--- src/rtl/cpu_writeback_buffer_pkg.sv ---
// Shared write-back types for the CPU register-file path: entry layout,
// register/data widths and the ALU result saturation helper.
package cpu_pkg;

  localparam int DATA_W              = 4;
  localparam int NUMBER_OF_REGISTERS = 8;
  localparam int WB_ADDR_W           = $clog2(NUMBER_OF_REGISTERS);

  typedef logic        [WB_ADDR_W-1:0] addr_t;
  typedef logic signed [DATA_W-1:0]    data_t;

  typedef struct packed {
    addr_t addr;
    data_t data;
  } wb_entry_t;

  // Clamp an 8-bit signed ALU result into the 4-bit signed register range.
  function automatic data_t sat8_to_4(input logic signed [7:0] value);
    if (value > 8'sd7) begin
      return 4'b0111;
    end else if (value < -8'sd8) begin
      return 4'b1000;
    end else begin
      return value[3:0];
    end
  endfunction

endpackage

--- src/rtl/cpu_writeback_buffer_wb_fifo.sv ---
// Queue of pending register-file writes. Circular buffer with a registered
// occupancy count; pointers wrap naturally because DEPTH is a power of two.
// With WB_FORWARD_EN defined, the queued entries are also exposed in age
// order (index 0 = oldest) for the forwarding compare in the parent.
module wb_fifo
  import cpu_pkg::*;
#(
  parameter  int DEPTH = 4,
  localparam int PTR_W = $clog2(DEPTH),
  localparam int CNT_W = PTR_W + 1
) (
  input  logic                  clk,
  input  logic                  rst,
  input  logic                  push_i,
  input  wb_entry_t             push_entry_i,
  input  logic                  pop_i,
  output wb_entry_t             head_o,
  output logic                  full_o,
  output logic                  empty_o,
`ifdef WB_FORWARD_EN
  output wb_entry_t [DEPTH-1:0] age_entries_o,
`endif
  output logic [CNT_W-1:0]      count_o
);

  wb_entry_t        mem_q [DEPTH];
  logic [PTR_W-1:0] wr_ptr_q, wr_ptr_d;
  logic [PTR_W-1:0] rd_ptr_q, rd_ptr_d;
  logic [CNT_W-1:0] count_q, count_d;
  logic             do_push, do_pop;

  assign full_o  = (count_q == CNT_W'(DEPTH));
  assign empty_o = (count_q == '0);
  assign count_o = count_q;
  assign head_o  = mem_q[rd_ptr_q];
  assign do_push = push_i && !full_o;
  assign do_pop  = pop_i && !empty_o;

  // Next-state pointers and occupancy.
  always_comb begin
    // NOTE: every always_comb output gets a default first so no path can infer a latch.
    wr_ptr_d = wr_ptr_q;
    rd_ptr_d = rd_ptr_q;
    count_d  = count_q + CNT_W'(do_push) - CNT_W'(do_pop);
    if (do_push) wr_ptr_d = wr_ptr_q + PTR_W'(1);
    if (do_pop)  rd_ptr_d = rd_ptr_q + PTR_W'(1);
  end

  // Pointer and count state.
  always_ff @(posedge clk or posedge rst) begin
    // NOTE: sequential state uses non-blocking assignments so every flop samples pre-edge values.
    if (rst) begin
      wr_ptr_q <= '0;
      rd_ptr_q <= '0;
      count_q  <= '0;
    end else begin
      wr_ptr_q <= wr_ptr_d;
      rd_ptr_q <= rd_ptr_d;
      count_q  <= count_d;
    end
  end

  // Entry storage.
  always_ff @(posedge clk) begin
    // NOTE: storage is deliberately not reset; count/pointers alone define which slots are valid.
    if (do_push) mem_q[wr_ptr_q] <= push_entry_i;
  end

`ifdef WB_FORWARD_EN
  // Present entries oldest-first for the youngest-match search.
  always_comb begin
    for (int i = 0; i < DEPTH; i++) begin
      age_entries_o[i] = mem_q[rd_ptr_q + PTR_W'(i)];
    end
  end
`endif

endmodule

--- src/rtl/cpu_writeback_buffer.sv ---
// Write-back buffer in front of the register-file write port. Arbitrates the
// ALU and tensor producers round-robin on contention, saturates ALU results,
// drops address-0 writes, queues the rest and drains one write per cycle.
// Optional macro WB_FORWARD_EN adds two combinational forwarding lookups.
module cpu_writeback_buffer
  import cpu_pkg::*;
#(
  parameter  int NUMBER_OF_REGISTERS = 8,
  parameter  int FIFO_DEPTH          = 4,
  localparam int ADDR_W              = $clog2(NUMBER_OF_REGISTERS),
  localparam int CNT_W               = $clog2(FIFO_DEPTH) + 1
) (
  input  logic                     clock_in,
  input  logic                     reset_in,
  input  logic                     alu_valid_in,
  output logic                     alu_ready_out,
  input  logic [ADDR_W-1:0]        alu_address_in,
  input  logic signed [7:0]        alu_data_in,
  input  logic                     tensor_valid_in,
  output logic                     tensor_ready_out,
  input  logic [ADDR_W-1:0]        tensor_address_in,
  input  logic signed [DATA_W-1:0] tensor_data_in,
  input  logic                     stall_in,
`ifdef WB_FORWARD_EN
  input  logic [ADDR_W-1:0]        fwd_address1_in,
  input  logic [ADDR_W-1:0]        fwd_address2_in,
  output logic                     fwd_hit1_out,
  output logic                     fwd_hit2_out,
  output logic signed [DATA_W-1:0] fwd_data1_out,
  output logic signed [DATA_W-1:0] fwd_data2_out,
`endif
  output logic                     write_enable_out,
  output logic [ADDR_W-1:0]        write_register_address_out,
  output logic signed [DATA_W-1:0] write_data_out,
  output logic [CNT_W-1:0]         pending_count_out
);

  // Round-robin pointer: 0 favours the ALU, 1 favours the tensor core.
  logic      rr_q, rr_d;
  logic      we_q, we_d;
  wb_entry_t out_q, out_d;
  wb_entry_t in_entry, fifo_head;
  logic      fifo_full, fifo_empty, push, pop, contested, grant_alu, grant_tensor;
`ifdef WB_FORWARD_EN
  wb_entry_t [FIFO_DEPTH-1:0] fifo_age;
`endif

  wb_fifo #(.DEPTH(FIFO_DEPTH)) u_fifo (
    .clk          (clock_in),
    .rst          (reset_in),
    .push_i       (push),
    .push_entry_i (in_entry),
    .pop_i        (pop),
    .head_o       (fifo_head),
    .full_o       (fifo_full),
    .empty_o      (fifo_empty),
`ifdef WB_FORWARD_EN
    .age_entries_o(fifo_age),
`endif
    .count_o      (pending_count_out)
  );

  // Arbitration, saturation and drain decisions.
  always_comb begin
    contested        = alu_valid_in && tensor_valid_in;
    alu_ready_out    = !fifo_full && !(contested && rr_q);
    tensor_ready_out = !fifo_full && !(contested && !rr_q);
    grant_alu        = alu_valid_in && alu_ready_out;
    grant_tensor     = tensor_valid_in && tensor_ready_out;
    rr_d             = (contested && !fifo_full) ? !rr_q : rr_q;

    in_entry = '{addr: alu_address_in, data: sat8_to_4(alu_data_in)};
    if (grant_tensor) in_entry = '{addr: tensor_address_in, data: tensor_data_in};
    // Address 0 is hard-wired in the register file: accept but never queue.
    push = (grant_alu || grant_tensor) && (in_entry.addr != '0);

    pop   = !stall_in && !fifo_empty;
    we_d  = we_q;
    out_d = out_q;
    if (!stall_in) begin
      we_d = !fifo_empty;
      if (!fifo_empty) out_d = fifo_head;
    end
  end

  // Output registers and arbiter pointer.
  always_ff @(posedge clock_in or posedge reset_in) begin
    if (reset_in) begin
      rr_q  <= 1'b0;
      we_q  <= 1'b0;
      out_q <= '0;
    end else begin
      rr_q  <= rr_d;
      we_q  <= we_d;
      out_q <= out_d;
    end
  end

  assign write_enable_out           = we_q;
  assign write_register_address_out = out_q.addr;
  assign write_data_out             = out_q.data;

`ifdef WB_FORWARD_EN
  typedef struct packed {
    logic  hit;
    data_t data;
  } fwd_t;

  // Output register first, then FIFO oldest-to-youngest, so the youngest queued match wins.
  function automatic fwd_t fwd_lookup(input logic [ADDR_W-1:0] addr,
                                      input wb_entry_t [FIFO_DEPTH-1:0] age,
                                      input logic [CNT_W-1:0] count,
                                      input logic out_valid,
                                      input wb_entry_t out_entry);
    fwd_t r = '0;
    if (out_valid && out_entry.addr == addr) r = '{hit: 1'b1, data: out_entry.data};
    for (int i = 0; i < FIFO_DEPTH; i++) begin
      if (i < int'(count) && age[i].addr == addr) r = '{hit: 1'b1, data: age[i].data};
    end
    if (addr == '0) r = '0;
    return r;
  endfunction

  // Combinational forwarding ports.
  always_comb begin
    fwd_t f1, f2;
    f1            = fwd_lookup(fwd_address1_in, fifo_age, pending_count_out, we_q, out_q);
    f2            = fwd_lookup(fwd_address2_in, fifo_age, pending_count_out, we_q, out_q);
    fwd_hit1_out  = f1.hit;
    fwd_data1_out = f1.data;
    fwd_hit2_out  = f2.hit;
    fwd_data2_out = f2.data;
  end
`endif

endmodule

--- config.mk ---
export PLATFORM = sky130hd
export DESIGN_NAME = cpu_writeback_buffer
export DESIGN_NICKNAME = d
export VERILOG_FILES = /design/src/rtl/cpu_writeback_buffer_pkg.sv /design/src/rtl/cpu_writeback_buffer_wb_fifo.sv /design/src/rtl/cpu_writeback_buffer.sv
export SDC_FILE = /design/constraint.sdc
export NUM_CORES = 1
export LEC_CHECK = 0
export CORE_MARGIN = 3
export CORE_UTILIZATION = 47
export CTS_CLUSTER_SIZE = 16
export DETAILED_ROUTE_END_ITERATION = 16
export HOLD_SLACK_MARGIN = 0.12
export MAX_ROUTING_LAYER = met4
export PLACE_DENSITY_LB_ADDON = 0.12
export SLEW_MARGIN = 20
export SYNTH_ARGS = -nofsm -noshare
export SYNTH_HDL_FRONTEND = slang
export SYNTH_HIERARCHICAL = 1
export SYNTH_SLANG_ARGS = --single-unit
--- constraint.sdc ---
create_clock -name clock_in -period 3.1 [get_ports clock_in]
set_input_delay 0.465 -clock clock_in [delete_from_list [all_inputs] [get_ports clock_in]]
set_output_delay 0.465 -clock clock_in [all_outputs]
set_load 0.01 [all_outputs]
==> impl_metrics.py <==
metrics = {
    "logic_synthesis": {
        "syn_area_um2": 2020,
        "synth_area_leaders": "edfxtp_1 42%, dfrtp_1 20%, mux4_2 7.8%",
        "synth_seq_area_share": 0.615,
        "syn_inst": 125,
        "yosysWarnings": 6,
        "avgSynthCellArea_um2": 16.2,
        "synth-seq-cells": 44,
        "synth_fp_nets": 155,
        "synth_top_area_share": 0.416,
        "ys_types": 35,
        "synth_top_cell_by_area": "edfxtp_1",
    },
    "detailed_routing": {
        "routed_via_density": 5.46,
        "drc": 0,
        "first_pass_iters": 4,
        "drt_iter0_markers": 35,
        "drt_wl_total_um": 3770,
        "vias": 1206,
        "wire_per_inst_um": 17.1,
        "ant_nets": 0,
    },
    "timing": {
        "rsz0062_at_grt": "no",
        "hold_viol": 0,
        "tightest_slew_ns": 0.590,
        "fin_skew_ns": 0.00852,
        "timing.final.crit_share": 0.891,
        "fmax_mhz": 362,
        "setup_viol": 0,
        "finalCriticalPeriod_ns": 2.76,
        "slew_viol_final": 0,
        "whs_ns": 0.434,
        "relSlewSlack": 0.606,
    },
    "pwr": {
        "ir_drop_v": 0.000472,
        "pwr_density_cell_nw_per_um2": 936,
        "power.leakage_uw": 0.000988,
        "power_uw": 2420,
    },
    "die": {
        "fp.dieArea_um2": 5120,
        "ioPinCount": 36,
        "core-area_um2": 4090,
        "fp-row-count": 23,
        "die_x_um": 71.6,
        "die_height_um": 71.6,
        "initial_utilization": 0.494,
    },
    "clock_network": {
        "tritoncts": "yes",
        "clk_latency_ns": 0.29,
        "post_cts_buffers": 0,
        "clk_pin_slew_ns": 0.08,
        "ctsHtreeMaxLevel": 2,
        "cts_buffer_depth": 2,
        "post_cts_resized": 0,
        "clk_root_buffer_cell": "clkbuf_8",
        "hold_buffers": 0,
        "cts_sinks": 44,
        "cts_buffers": 5,
    },
    "placement": {
        "dpl.hpwl_um": 2770,
        "portBuffers": 35,
        "routabilityCongestion": 0.729,
        "placedCellCount": 213,
    },
    "global_route": {
        "gr-usage-all-layers": 0.172,
        "globalRouteOverflowTotal": 0,
        "antenna_found_initial": 0,
        "grt_pass1_wl_um": 6340,
        "grt_max_degree": 14,
        "grt_pass1_vias": 1291,
    },
    "layout": {
        "diodes": 0,
        "num-fill-cells": 294,
        "utilization": 0.632,
        "final_cell_mix": "35 x clkdlybuf4s50_1, 28 x edfxtp_1, 16 x dfrtp_1, 11 x mux2_2, 8 x inv_1",
        "area_growth_pct": 27.8,
        "drive_gt1_frac": 0.228,
        "final_common_cell": "clkdlybuf4s50_1",
        "nets": 200,
        "layout.cells.non_filler": 221,
    },
    "worst_setup_path": {
        "cp_max_fo": 8,
        "worst_setup_path_end_kind": "flip-flop",
        "crit_required_ns": 3.32,
        "cp-start-kind": "flip-flop",
        "arrival_ns": 2.98,
        "criticalPathCategory": "reg2reg",
    },
    "status": {
        "status": "finished, final reports clean",
    },
    "job": {
        "maxCapViolations": 0,
    },
    "hold_path": {
        "hold_class": "in2async",
    },
}
routing by layer:
metal,share of wire,vias to the layer above,track usage,routed length [µm]
li1,-,567,-,-
met1,0.46,593,0.237,1750
met2,0.48,39,0.252,1800
met3,0.043,7,0.0337,164
met4,0.017,0,0.0689,64
met5,0,-,-,0
synthesized netlist by cell type (all sizes together):
library cell,n
buf,2
mux2,11
nand4,1
edfxtp,28
nand2b,5
nor3b,1
xnor2,4
a21o,1
nand4bb,2
xor2,1
nor2b,1
fa,1
a22o,3
o211ai,2
nor3,2
clkbuf,1
nor4,1
o31ai,1
nor2,5
dfrtp,16
a22oi,1
mux4,7
and3b,4
and2,1
ha,6
nand2,2
inv,8
a31oi,1
a2111oi,2
o21bai,3
o311ai,1
worst max-delay path, cell delays in order (launching register included):
cell,delay (ns)
dfrtp_1,0.51
nor3b_4,0.26
nor2b_1,0.10
a2111oi_1,0.56
a2111oi_4,0.12
nand2b_1,0.11
ha_1,0.13
inv_1,0.04
ha_1,0.18
fa_1,0.37
xnor2_1,0.17
xnor2_1,0.14
report_power, final:
group / switching [µW] / total [µW] / internal, µW
Sequential: 175 / 1050 / 878
Combinational: 392 / 939 / 546
Clock: 186 / 425 / 239
kinds of logic after synthesis:
family | share of synthesized area
and+or+nand+nor | 0.0898
buffers and inverters | 0.0260
adders and majority gates | 0.0471
muxes | 0.139
DFF | 0.615
AOI/OAI and AO/OA | 0.0613
xor gates and xnor gates | 0.0217
worst paths after layout:
check | slack [ns] | to | from | cells after the start
worst max-delay path | 0.34 | u_fifo/count_o[2] | u_fifo/count_o[1] | 11
worst min-delay path | 0.43 | u_fifo/rd_ptr_q[0] | reset_in | 2
worst max register to register | 0.34 | u_fifo/count_o[2] | u_fifo/count_o[1] | 11
worst min register to register | 0.49 | write_enable_out | write_enable_out | 1
max in group asynchronous | 2.34 | write_data_out[0] | reset_in | 2
min in group clock_in | 0.49 | write_enable_out | write_enable_out | 1
sequential cells by signal (all words and copies together), names as in the netlist:
| name | flops |
|---|---|
| u_fifo/count_o | 3 |
| write_data_out | 4 |
| rr_q | 1 |
| u_fifo/rd_ptr_q | 2 |
| write_register_address_out | 3 |
| u_fifo/wr_ptr_q | 2 |
| u_fifo/mem_q | 28 |
| write_enable_out | 1 |
area by class of cell:
| class | instances | area (µm²) | share of cell area |
|---|---|---|---|
| Tap cell | 50 | 62.6 | 0.0242 |
| Inverter | 8 | 30.0 | 0.0116 |
| Multi-Input combinational cell | 70 | 744 | 0.288 |
| Clock inverter | 2 | 35.0 | 0.0136 |
| Sequential cell | 44 | 1240 | 0.481 |
| Clock buffer | 6 | 72.6 | 0.0281 |
| Timing Repair Buffer | 41 | 395 | 0.153 |
metrics by stage:
step	setup slack (ns)	setup TNS [ns]	area, µm²
3_5_place_dp	-0.0455	-0.0455	2470
5_1_grt	0.101	0	2580
6_report	0.339	0	2580
2_1_floorplan	0.0647	0	2040
4_1_cts	0.179	0	2580
3_3_place_gp	0.0142	0	2470
Power figures use the tool's default switching activity.
